===== src/rtl/srff_cmd_arbiter_pkg.sv =====
// Shared types for the SR flip-flop command arbiter: FSM state encoding and op codes.
// Latency: none (declarations only); backpressure: n/a.
package srff_arb_pkg;

    typedef enum logic [1:0] {
        ST_IDLE  = 2'd0,
        ST_ISSUE = 2'd1,
        ST_CHECK = 2'd2
    } state_t;

    localparam logic OP_SET   = 1'b1;
    localparam logic OP_RESET = 1'b0;

endpackage


===== src/rtl/srff_cmd_arbiter_rr_pick.sv =====
// Round-robin picker: first set bit of req searching upward from ptr, wrapping modulo NREQ.
// Latency: combinational; backpressure: none, valid simply reflects |req.
module rr_pick #(
    parameter int NREQ = 4,
    parameter int IDW  = $clog2(NREQ)
) (
    input  logic [NREQ-1:0] req,
    input  logic [IDW-1:0]  ptr,
    output logic            valid,
    output logic [IDW-1:0]  id
);

    int idx;

    always_comb begin
        valid = 1'b0;
        id    = '0;
        idx   = 0;
        for (int i = 0; i < NREQ; i++) begin
            idx = int'(ptr) + i;
            if (idx >= NREQ) begin
                idx = idx - NREQ;
            end
            if (!valid && req[idx[IDW-1:0]]) begin
                valid = 1'b1;
                id    = idx[IDW-1:0];
            end
        end
    end

endmodule


===== src/rtl/srff_cmd_arbiter.sv =====
// Arbitrates SET/RESET commands from NREQ requesters onto one shared SR flip-flop and verifies q.
// Latency: 3 cycles per command (IDLE->ISSUE->CHECK); backpressure: req held until its gnt pulse.
module srff_cmd_arbiter
    import srff_arb_pkg::*;
#(
    parameter int NREQ = 4,
    parameter int IDW  = $clog2(NREQ)
) (
    input  logic            clk,
    input  logic            reset,
    input  logic [NREQ-1:0] req,
    input  logic [NREQ-1:0] op,
    input  logic            err_clr,
    input  logic            q_in,
    output logic            s,
    output logic            r,
    output logic [NREQ-1:0] gnt,
    output logic            done,
    output logic [IDW-1:0]  last_id,
    output logic            busy,
    output logic            err
);

    state_t            state_q, state_d;
    logic [IDW-1:0]    id_q, id_d;
    logic              op_q, op_d;
    logic [IDW-1:0]    ptr_q, ptr_d;
    logic              s_q, s_d;
    logic              r_q, r_d;
    logic [NREQ-1:0]   gnt_q, gnt_d;
    logic              done_q, done_d;
    logic [IDW-1:0]    last_id_q, last_id_d;
    logic              err_q, err_d;

    logic              pick_vld;
    logic [IDW-1:0]    pick_id;

    rr_pick #(
        .NREQ (NREQ),
        .IDW  (IDW)
    ) u_rr_pick (
        .req   (req),
        .ptr   (ptr_q),
        .valid (pick_vld),
        .id    (pick_id)
    );

    always_comb begin
        state_d   = state_q;
        id_d      = id_q;
        op_d      = op_q;
        ptr_d     = ptr_q;
        s_d       = 1'b0;
        r_d       = 1'b0;
        gnt_d     = '0;
        done_d    = 1'b0;
        last_id_d = last_id_q;
        err_d     = err_q;

        if (err_clr) begin
            err_d = 1'b0;
        end

        case (state_q)
            ST_IDLE: begin
                if (pick_vld) begin
                    id_d    = pick_id;
                    op_d    = op[pick_id];
                    gnt_d   = NREQ'(1) << pick_id;
                    // s and r are complementary by construction, so never both high
                    s_d     = (op[pick_id] == OP_SET);
                    r_d     = (op[pick_id] == OP_RESET);
                    state_d = ST_ISSUE;
                end
            end
            ST_ISSUE: begin
                state_d = ST_CHECK;
            end
            ST_CHECK: begin
                done_d    = 1'b1;
                last_id_d = id_q;
                ptr_d     = (id_q == IDW'(NREQ - 1)) ? '0 : id_q + 1'b1;
                // a mismatch overrides a coincident err_clr
                if (q_in != op_q) begin
                    err_d = 1'b1;
                end
                state_d = ST_IDLE;
            end
            default: begin
                state_d = ST_IDLE;
            end
        endcase
    end

    always_ff @(posedge clk or posedge reset) begin
        if (reset) begin
            state_q   <= ST_IDLE;
            id_q      <= '0;
            op_q      <= 1'b0;
            ptr_q     <= '0;
            s_q       <= 1'b0;
            r_q       <= 1'b0;
            gnt_q     <= '0;
            done_q    <= 1'b0;
            last_id_q <= '0;
            err_q     <= 1'b0;
        end else begin
            state_q   <= state_d;
            id_q      <= id_d;
            op_q      <= op_d;
            ptr_q     <= ptr_d;
            s_q       <= s_d;
            r_q       <= r_d;
            gnt_q     <= gnt_d;
            done_q    <= done_d;
            last_id_q <= last_id_d;
            err_q     <= err_d;
        end
    end

    assign s       = s_q;
    assign r       = r_q;
    assign gnt     = gnt_q;
    assign done    = done_q;
    assign last_id = last_id_q;
    assign err     = err_q;
    assign busy    = (state_q != ST_IDLE);

endmodule

===== config.mk =====
export PLATFORM = sky130hd
export DESIGN_NAME = srff_cmd_arbiter
export DESIGN_NICKNAME = d
export VERILOG_FILES = /design/src/rtl/srff_cmd_arbiter_pkg.sv /design/src/rtl/srff_cmd_arbiter_rr_pick.sv /design/src/rtl/srff_cmd_arbiter.sv
export SDC_FILE = /design/constraint.sdc
export NUM_CORES = 1
export LEC_CHECK = 0
export ABC_AREA = 0
export BUFFER_PORTS_ARGS = -buffer_cell sky130_fd_sc_hd__buf_2
export CORE_MARGIN = 8
export CORE_UTILIZATION = 48
export DETAILED_ROUTE_END_ITERATION = 12
export PLACE_DENSITY = 0.75
export SLEW_MARGIN = 5
export SYNTH_ARGS = -nofsm -noshare
export SYNTH_HDL_FRONTEND = slang
export SYNTH_SLANG_ARGS = --single-unit

===== constraint.sdc =====
create_clock -name clk -period 1.8 [get_ports clk]
set_clock_uncertainty 0.15 [all_clocks]
set_input_delay 0.18 -clock clk [delete_from_list [all_inputs] [get_ports clk]]
set_output_delay 0.18 -clock clk [all_outputs]
set_load 0.1 [all_outputs]

---- Yosys cells after proc, flatten, opt, wreduce, memory -nomap -nowiden ----
Cells that the tools add are included.
storage, ports and cells
  register bits ........................... 17
  latch bits .............................. 0
  memory bits (writable) .................. 0
  memory bits (read-only) ................. 0
  logic and storage cells ................. 78
  memories ................................ 0
operators by class
  $add $sub $neg .......................... 8
  multiply operators ...................... 0
  divide/modulo/power cells ............... 0
  magnitude comparators ................... 9
  equal/unequal tests ..................... 5
  shifts and indexed selects .............. 1
  muxes and demuxes ....................... 35
  bitwise operators ....................... 1
  reduce and logical (&&, ||, !) cells .... 9
operators with widths
  operator               count
  $mux W2                10
  $mux W1                17
  $lt A2 B3 Y1 const B   5
  $bmux W1 S2            5
  $ge A3 B3 Y1 const B   3
  $mux W4                2
  $sub A2 B1 Y2 const B  4
  $add A2 B2 Y3 const B  2
  $eq A2 B2 Y1 const B   2
  $pmux W2 S2            1
  $shl A1 B2 Y4 const A  1
  $add A2 B1 Y3 const B  1
  $ge A2 B3 Y1 const B   1
  $logic_and A1 B1 Y1    3
  $logic_not A1 Y1       3
  $add A2 B1 Y2 const B  1
  $eq A2 B1 Y1 const B   1
  $logic_not A2 Y1       1
  $ne A2 B2 Y1 const B   1
  $reduce_and A2 Y1      1
  $reduce_bool A2 Y1     1
  $ne A1 B1 Y1           1
  $not A1 Y1             1

---- Longest topological paths before layout ----
Gate-level depths: netlist of the first run.
  word-level depth ........................ 19
  mapped depth ............................ 5
  gate-level depth less buffers ........... 5

---- Modules after synthesis ----
From an unflattened synthesis of the first run, not the netlist that was laid out.
unflattened totals
  cells, all modules ...................... 59
  area total of the unflattened synthesis .. 734.5 um^2
modules (own cells, without submodules)
  module            instances  cells each  area an instance (um^2)  sequential area each (um^2)
  srff_cmd_arbiter  1          44          656.9                    425.4
  rr_pick           1          15          77.6                     0.0

---- Least setup slack after synthesis of the first run ----
No wires, ideal clock.
  path type ............................... register to register
  from .................................... register state_q[1]
  to ...................................... register s_q, in the netlist s
  arrival time ............................ 1559 ps
  path slack .............................. 25 ps
  cell stages (with the launch flop) ...... 6
  path buffers ............................ 1
  period minus slack after synthesis ...... 1775 ps
  cell sequence ........................... dfrtp_1 > or2_2 > a21o_2 > clkbuf_1 > inv_1 > and3_1
between the ends
  longest elaborated chain between the ends .. 2
RTL lines
  item                    RTL line                 source
  from (decl)             srff_cmd_arbiter.sv:24   state_t state_q, state_d;
  from (signal assigned)  srff_cmd_arbiter.sv:108  state_q <= state_d;
  $logic_not A2 Y1        srff_cmd_arbiter.sv:64   case (state_q)
  $mux W1                 srff_cmd_arbiter.sv:64
  named net s_d           srff_cmd_arbiter.sv:28   logic s_q, s_d;
  to (signal assigned)    srff_cmd_arbiter.sv:101  s_q <= 1'b0;
  to (signal assigned)    srff_cmd_arbiter.sv:112  s_q <= s_d;
  to (decl)               srff_cmd_arbiter.sv:28
The timed path passes the listed nets, and every way through them passes these cells.
A chain may end at the register's enable or synchronous reset.

---- Final worst setup path of the first run ----
  from .................................... register ptr_q[1]
  to ...................................... register op_q
between the ends
  longest elaborated chain between the ends .. 16
RTL lines
  item                                                    RTL line                 source
  from (decl)                                             srff_cmd_arbiter.sv:27   logic [IDW-1:0] ptr_q, ptr_d;
  from (signal assigned)                                  srff_cmd_arbiter.sv:111  ptr_q <= ptr_d;
  branches (longest 16 deep; another with $add A2 B1 Y3)  n/a
  to (signal assigned)                                    srff_cmd_arbiter.sv:110  op_q <= op_d;
  to (decl)                                               srff_cmd_arbiter.sv:26   logic op_q, op_d;
Parallel ways; which one is timed is not known. The select of a mux whose other input is x is not followed.

==> results.yml, run 1 <==
status:
  outcome: "completed"
synthesis:
  ys_seq_area_share_pct: 55.1
  syn_nets: 84
  synth_area_um2: 772
  synth_area_leader_cell: "sky130_fd_sc_hd__dfrtp_1"
  yosys_warnings: 0
  synth_cell_types: 28
  synth_area_leaders: "sky130_fd_sc_hd__dfrtp_1, sky130_fd_sc_hd__mux2_2, sky130_fd_sc_hd__nand3_2"
  synth_area_per_cell_um2: 10.9
  ffs_latches_synth: 17
  synth_top_area_share_pct: 55.1
  syn-instance-count: 71
clock_network:
  cts-buffers-inserted: 3
  ctsHtreeMaxLevel: 1
  cts_tree: "done"
  clkLatencyLatePin_ns: 0.29
  clk_pin_slew_worst_paths_ns: 0.09
  max-clock-path-buffers: 2
  cts_resized: 0
  clock_sink_count: 17
  cts-root-buf: "sky130_fd_sc_hd__clkbuf_4"
finish:
  antenna_cells: 0
  post_route_cells_drive_above_1_share_pct: 38.4
  final_cell_mix: "sky130_fd_sc_hd__buf_2, sky130_fd_sc_hd__dfrtp_1, sky130_fd_sc_hd__nor3_1, sky130_fd_sc_hd__inv_1, sky130_fd_sc_hd__o21ai_0"
  most_frequent_standard_cell_in_the_layout_excluding_fill_and_tap_cells: "sky130_fd_sc_hd__buf_2"
  flow.area_growth_from_synthesis_pct: 23.3
  final_nets: 113
  fillerInstances: 127
routing:
  wire_per_inst_um: 13.3
  drcViolationCount: 0
  route.detailed.vias_per_inst: 5.20
  detailroute.via_count: 598
  drtIter0Drc: 12
  wirelength_routed_um: 1530
  detail-route-antenna-nets: 0
  drtPass1Iterations: 3
sta:
  setup_viol: 0
  timing.setup.tns_ns: 0
  finalWorstPathRequiredPeriod_ns: 1.70
  worstMarginPinSlew_ns: 0.603
  hold_violations: 0
  grt_setup_unrepaired: "false"
  hold-worst-slack_ns: 0.0300
  min_period_over_period_pct: 94.4
  slew_headroom_pct: 59.8
  final-max-slew-violation-count: 0
  fmaxAchievable_ghz: 0.589
grt:
  grt_first_pass_wirelength_um: 2730
  first_global_vias: 638
  track_usage_pct: 10.8
  antenna_violations_before_repair: 0
  globalRoute.totalOverflow: 0
  maximum_number_of_pins_on_one_net_before_global_route_repair: 18
critical_path:
  worst-endpoint-arrival_ns: 1.73
  critical_path_required_ns: 1.83
  r2r_cells: 4
  r2r_start: "ptr_q[1]"
  critPathLaunchType: "flip-flop"
  regToRegEndpoint: "op_q"
  crit_fanout: 7
  kind_of_capture_point_of_the_worst_setup_path: "flip-flop"
  r2r_setup_slack_ns: 0.10
  criticalPathCategory: "flip-flop to flip-flop"
worst_hold_path:
  worstHoldPathCells: 3
  min_from: "q_in"
  worst_hold_path_type: "primary input to flip-flop"
  hold_end: "err"
floorplan:
  initial_standard_cell_utilization_of_the_core_pct: 51.2
  fp-row-count: 14
  pin_count: 23
  placeableCoreArea_um2: 1510
  die-area_um2: 3150
  floorplan.die.width_um: 56.1
  die_span_in_y_um: 56.1
placed_design:
  io_buffer_count: 22
  gp_congestion: 0.866
  dpl.hpwl_um: 1230
flow_run:
  number_of_max_cap_violations: 0
==> critical path: stages (launching register included) <==
cell and delay [ns]:
sky130_fd_sc_hd__dfrtp_1 0.44, sky130_fd_sc_hd__or4_4 0.57, sky130_fd_sc_hd__nand3_1 0.12, sky130_fd_sc_hd__nand3_2 0.10
sky130_fd_sc_hd__a31o_1 0.21
==> synthesized netlist by cell type (all sizes together) <==
cell type / number
a31o: 1
nor4: 1
dfrtp: 17
or2: 1
and3: 1
xnor2: 1
o22ai: 1
a21o: 1
o21ai: 5
or4: 1
o21ba: 1
a21oi: 2
inv: 5
and4b: 1
nand4b: 1
clkbuf: 1
nand2: 3
nor2b: 3
or3: 2
nor3: 6
nand3: 4
ha: 1
nor2: 4
nand2b: 3
and2: 1
mux2: 3
==> final cells by class <==
cell class | instances | area, um^2 | share of cell area, %
well taps | 16 | 20.0 | 2.10
clock buffers | 4 | 26.3 | 2.76
multi-input cells | 48 | 324 | 34.0
repair buffers | 25 | 138 | 14.5
inverters | 5 | 18.8 | 1.97
flip-flops and latches | 17 | 425 | 44.7
==> cells by family after synthesis <==
logic type | synth area share [%]
fa+ha+maj | 1.62
flops | 55.1
buf+inv | 2.92
compound gates | 8.91
xor+xnor | 1.13
simple gates | 25.9
mux | 4.38
==> what timing repair did <==
item	4_1_cts	5_1_grt
hold buffers	2	0
endpoints found under the hold margin	18	0
buffers inserted	0	0
==> flip-flops by register name, summed over array words and instances (netlist names) <==
| register | cells |
|---|---|
| done | 1 |
| err | 1 |
| gnt | 4 |
| id_q | 2 |
| last_id | 2 |
| op_q | 1 |
| ptr_q | 2 |
| r | 1 |
| s | 1 |
| state_q | 2 |
==> how the worst max path moves through the flow <==
stage / startpoint / to / cells past startpoint
2_1_floorplan: state_q[1] / s / 5
3_3_place_gp: ptr_q[1] / op_q / 4
4_1_cts: ptr_q[1] / op_q / 4
3_5_place_dp: ptr_q[1] / op_q / 4
6_report: ptr_q[1] / op_q / 4
5_1_grt: ptr_q[1] / op_q / 5
==> per-layer routing <==
metal  global-route usage, %  part of all wire [%]  wire, um
met5                       0                     0         0
met1                    11.7                    45       684
met2                    17.4                    48       730
met3                    2.28                   3.9        60
met4                    9.28                   3.8        59
==> metrics by stage <==
step           utilization [%]  worst slack, ns  area, um^2  instances
2_1_floorplan                -           0.0251         772         71
3_3_place_gp              60.1            0.157         906        109
3_5_place_dp              60.1            0.112         906        109
4_1_cts                   63.2           0.0994         952        115
5_1_grt                   63.2           0.0318         952        115
6_report                  63.2            0.101         952        115
Power of run 1 is not shown: default switching activity piles up to over one toggle a cycle in this logic, so the estimate is an artifact.
==> run 2, diff against run 1 <==
--- a/config.mk
+++ b/config.mk
@@ -5,12 +5,12 @@
 export SDC_FILE = /design/constraint.sdc
 export NUM_CORES = 1
 export LEC_CHECK = 0
-export ABC_AREA = 0
+export ABC_AREA = 1
 export BUFFER_PORTS_ARGS = -buffer_cell sky130_fd_sc_hd__buf_2
 export CORE_MARGIN = 8
-export CORE_UTILIZATION = 48
+export CORE_UTILIZATION = 52
 export DETAILED_ROUTE_END_ITERATION = 12
-export PLACE_DENSITY = 0.75
+export PLACE_DENSITY = 0.77
 export SLEW_MARGIN = 5
 export SYNTH_ARGS = -nofsm -noshare
 export SYNTH_HDL_FRONTEND = slang
==> run 2 against run 1 <==
The run now ends with setup timing left. Design area up 43%. Non-clock buffer count grew 7. Routed wire length increased by 57%. Core utilization rose by 8.3 points. Synthesized cell count rose by 76%. Critical path depth grew 11. Register-to-register slack worse by 0.16 ns. First-iteration DRC count grew 100%. Critical path type unchanged.
==> results.yml, run 2 <==
status:
  violated_checks: "setup timing"
  outcome: "complete, but fails checks"
finish:
  final_nets: 175
  flow.area_growth_from_synthesis_pct: 34.5
  final_cell_mix: "sky130_fd_sc_hd__nand2_1, sky130_fd_sc_hd__buf_2, sky130_fd_sc_hd__nand2_2, sky130_fd_sc_hd__dfrtp_1, sky130_fd_sc_hd__inv_1"
  antenna_cells: 0
  post_route_cells_drive_above_1_share_pct: 50.9
  layout.cell_area.non_filler_um2: 1360
  final_util_pct: 71.5
  finalNonFillerCells: 188
  max_reg_flops: 4
  most_frequent_standard_cell_in_the_layout_excluding_fill_and_tap_cells: "sky130_fd_sc_hd__nand2_1"
critical_path:
  kind_of_capture_point_of_the_worst_setup_path: "flip-flop"
  criticalPathCategory: "flip-flop to flip-flop"
  crit_fanout: 7
  timing.critical_path.cells: "buf_6, nand2_1, nand2_2, nand2_2, nand2_1, nand2_2, nand2_2, nand2_4, nand3_4, nand2_2, nand2_2, nand2_2, nand2_2, nand2_2, nand2_1"
  worst-endpoint-arrival_ns: 1.90
  r2r_setup_slack_ns: -0.06
  setup.worst_path.start: "ptr_q[0]"
  critical_path_required_ns: 1.84
  r2r_cells: 15
  critPathLaunchType: "flip-flop"
  r2r_start: "ptr_q[0]"
  regToRegEndpoint: "op_q"
  crit_path_top_delay_cell: "sky130_fd_sc_hd__dfrtp_2"
  crit_path_frequent_cell: "sky130_fd_sc_hd__nand2_2"
  slowest_stage_delay_on_critical_path_ns: 0.50
routing:
  detailroute.via_count: 938
  wire_per_inst_um: 12.8
  route.detailed.vias_per_inst: 4.99
  drtIter0Drc: 24
  detail-route-antenna-nets: 0
  wirelength_routed_um: 2420
  drtPass1Iterations: 5
  drcViolationCount: 0
synthesis:
  synth_top_area_share_pct: 42.1
  synth.top_cells.by_count: "sky130_fd_sc_hd__nand2_1, sky130_fd_sc_hd__dfrtp_1, sky130_fd_sc_hd__inv_1, sky130_fd_sc_hd__nand2_2, sky130_fd_sc_hd__nor2_1"
  synth_area_leaders: "sky130_fd_sc_hd__dfrtp_1, sky130_fd_sc_hd__nand2_1, sky130_fd_sc_hd__nand2_2"
  syn-instance-count: 125
  asyncSetResetFlopFracSynth_pct: 100
  syn_nets: 138
  synth_area_um2: 1010
  dominantRegCellSynth: "sky130_fd_sc_hd__dfrtp_1"
  synth_most_common_cell: "sky130_fd_sc_hd__nand2_1"
  synth_edf_count: 0
  synth_area_leader_cell: "sky130_fd_sc_hd__dfrtp_1"
  yosys_warnings: 0
  ffs_latches_synth: 17
  synth_area_per_cell_um2: 8.09
  ys_seq_area_share_pct: 42.1
  synth_cell_types: 22
clock_network:
  max-clock-path-buffers: 2
  cts_tree: "done"
  cts-root-buf: "sky130_fd_sc_hd__clkbuf_4"
  clkLatencyLatePin_ns: 0.29
  clk_pin_slew_worst_paths_ns: 0.09
  clock_sink_count: 17
  ctsHtreeMaxLevel: 1
  cts-buffers-inserted: 3
sta:
  slew_headroom_pct: 59.3
  finalWorstPathRequiredPeriod_ns: 1.86
  grt_setup_unrepaired: "true"
  setup_viol: 4
  hold_violations: 0
  fmaxAchievable_ghz: 0.537
  final-max-slew-violation-count: 0
  fin_ws_ns: -0.0635
  worstMarginPinSlew_ns: 0.609
  min_period_over_period_pct: 104
worst_hold_path:
  hold_end: "err"
  worstHoldPathCells: 3
  worst_hold_path_type: "primary input to flip-flop"
  min_from: "q_in"
placed_design:
  io_buffer_count: 22
  gp_congestion: 0.921
  dpl.hpwl_um: 1610
  pre_cts_slack_ns: -0.133
  numPlacedInstances: 175
  placed_area_um2: 1160
grt:
  globalRoute.totalOverflow: 0
  grt_first_pass_wirelength_um: 4000
  maximum_number_of_pins_on_one_net_before_global_route_repair: 18
  first_global_vias: 922
  track_usage_pct: 14.7
  antenna_violations_before_repair: 0
floorplan:
  pin_count: 23
  floorplan.die.width_um: 60.1
  initial_standard_cell_utilization_of_the_core_pct: 53.2
  fp-row-count: 16
  die-area_um2: 3610
  die_span_in_y_um: 60.1
  placeableCoreArea_um2: 1900
flow_run:
  number_of_max_cap_violations: 0
-- run 2: changes by cell type in the layout (fill, tap and decap cells not counted), moves of 4 or more --
cell / delta
sky130_fd_sc_hd__inv_1: +8
sky130_fd_sc_hd__nand2_1: +23
sky130_fd_sc_hd__nand2_4: +10
sky130_fd_sc_hd__buf_4: +5
sky130_fd_sc_hd__nor3_1: -5
sky130_fd_sc_hd__o21ai_0: -4
sky130_fd_sc_hd__nor2_1: +6
sky130_fd_sc_hd__nand2_2: +20
-- run 2: timing repair --
item	CTS	global route
setup buffers	4	2
gates resized for setup	9	24
setup endpoints to repair	9	9
gates cloned	0	1
pin swaps	7	11
endpoints found under the hold margin	18	0
hold buffers	2	0
-- run 2: worst max path at each step --
stage                   to  slack [ns]  depth (start not counted)
finish                op_q       -0.06                         15
global route          op_q       -0.18                         13
CTS                 gnt[3]      0.0009                         13
detailed placement    op_q       -0.13                         15
global placement      op_q       -0.08                         12
floorplan             op_q        0.12                         14
-- run 2: logic make-up (layout without fill, tap and decap cells) --
group / after synthesis / count (layout) / synth area share, %
AOI/OAI and AO/OA: 5 / 5 / 3.34
xor gates and xnor gates: 1 / 1 / 0.866
adders and majority gates: 1 / 1 / 1.24
buffers and inverters: 20 / 56 / 8.66
DFF: 17 / 17 / 42.1
and+or+nand+nor: 81 / 81 / 43.8
-- run 2: final cells by class --
| cell class | count | area (um^2) |
|---|---|---|
| clock buffer | 4 | 26.3 |
| fill | 150 | 542 |
| inverter | 19 | 81.3 |
| multi-input combinational | 88 | 588 |
| sequential | 17 | 428 |
| tap | 27 | 33.8 |
| timing repair buffer | 32 | 198 |
| timing repair inverter | 1 | 5.00 |
-- run 2: critical path, delay by kind of cell (launching register included) --
family | cells | cell delay [ns]
DFF | 1 | 0.50
buffers and inverters | 1 | 0.17
and+or+nand+nor | 14 | 0.96
-- run 2: through the flow --
stage,setup TNS [ns],hold slack (ns)
2_1_floorplan,0,-0.0439
3_3_place_gp,-0.300,0.118
3_5_place_dp,-0.470,0.130
4_1_cts,0,0.0342
5_1_grt,-1.06,0.0204
6_report,-0.147,0.0306
-- run 2: routing by layer --
layer	global-route usage [%]	vias to the layer above	routed length [um]
met3	3.23	4	146
met5	0	-	0
li1	-	460	-
met4	6.46	0	29
met2	25.4	33	1280
met1	16.8	441	962
Power of run 2 is left out for the same reason.
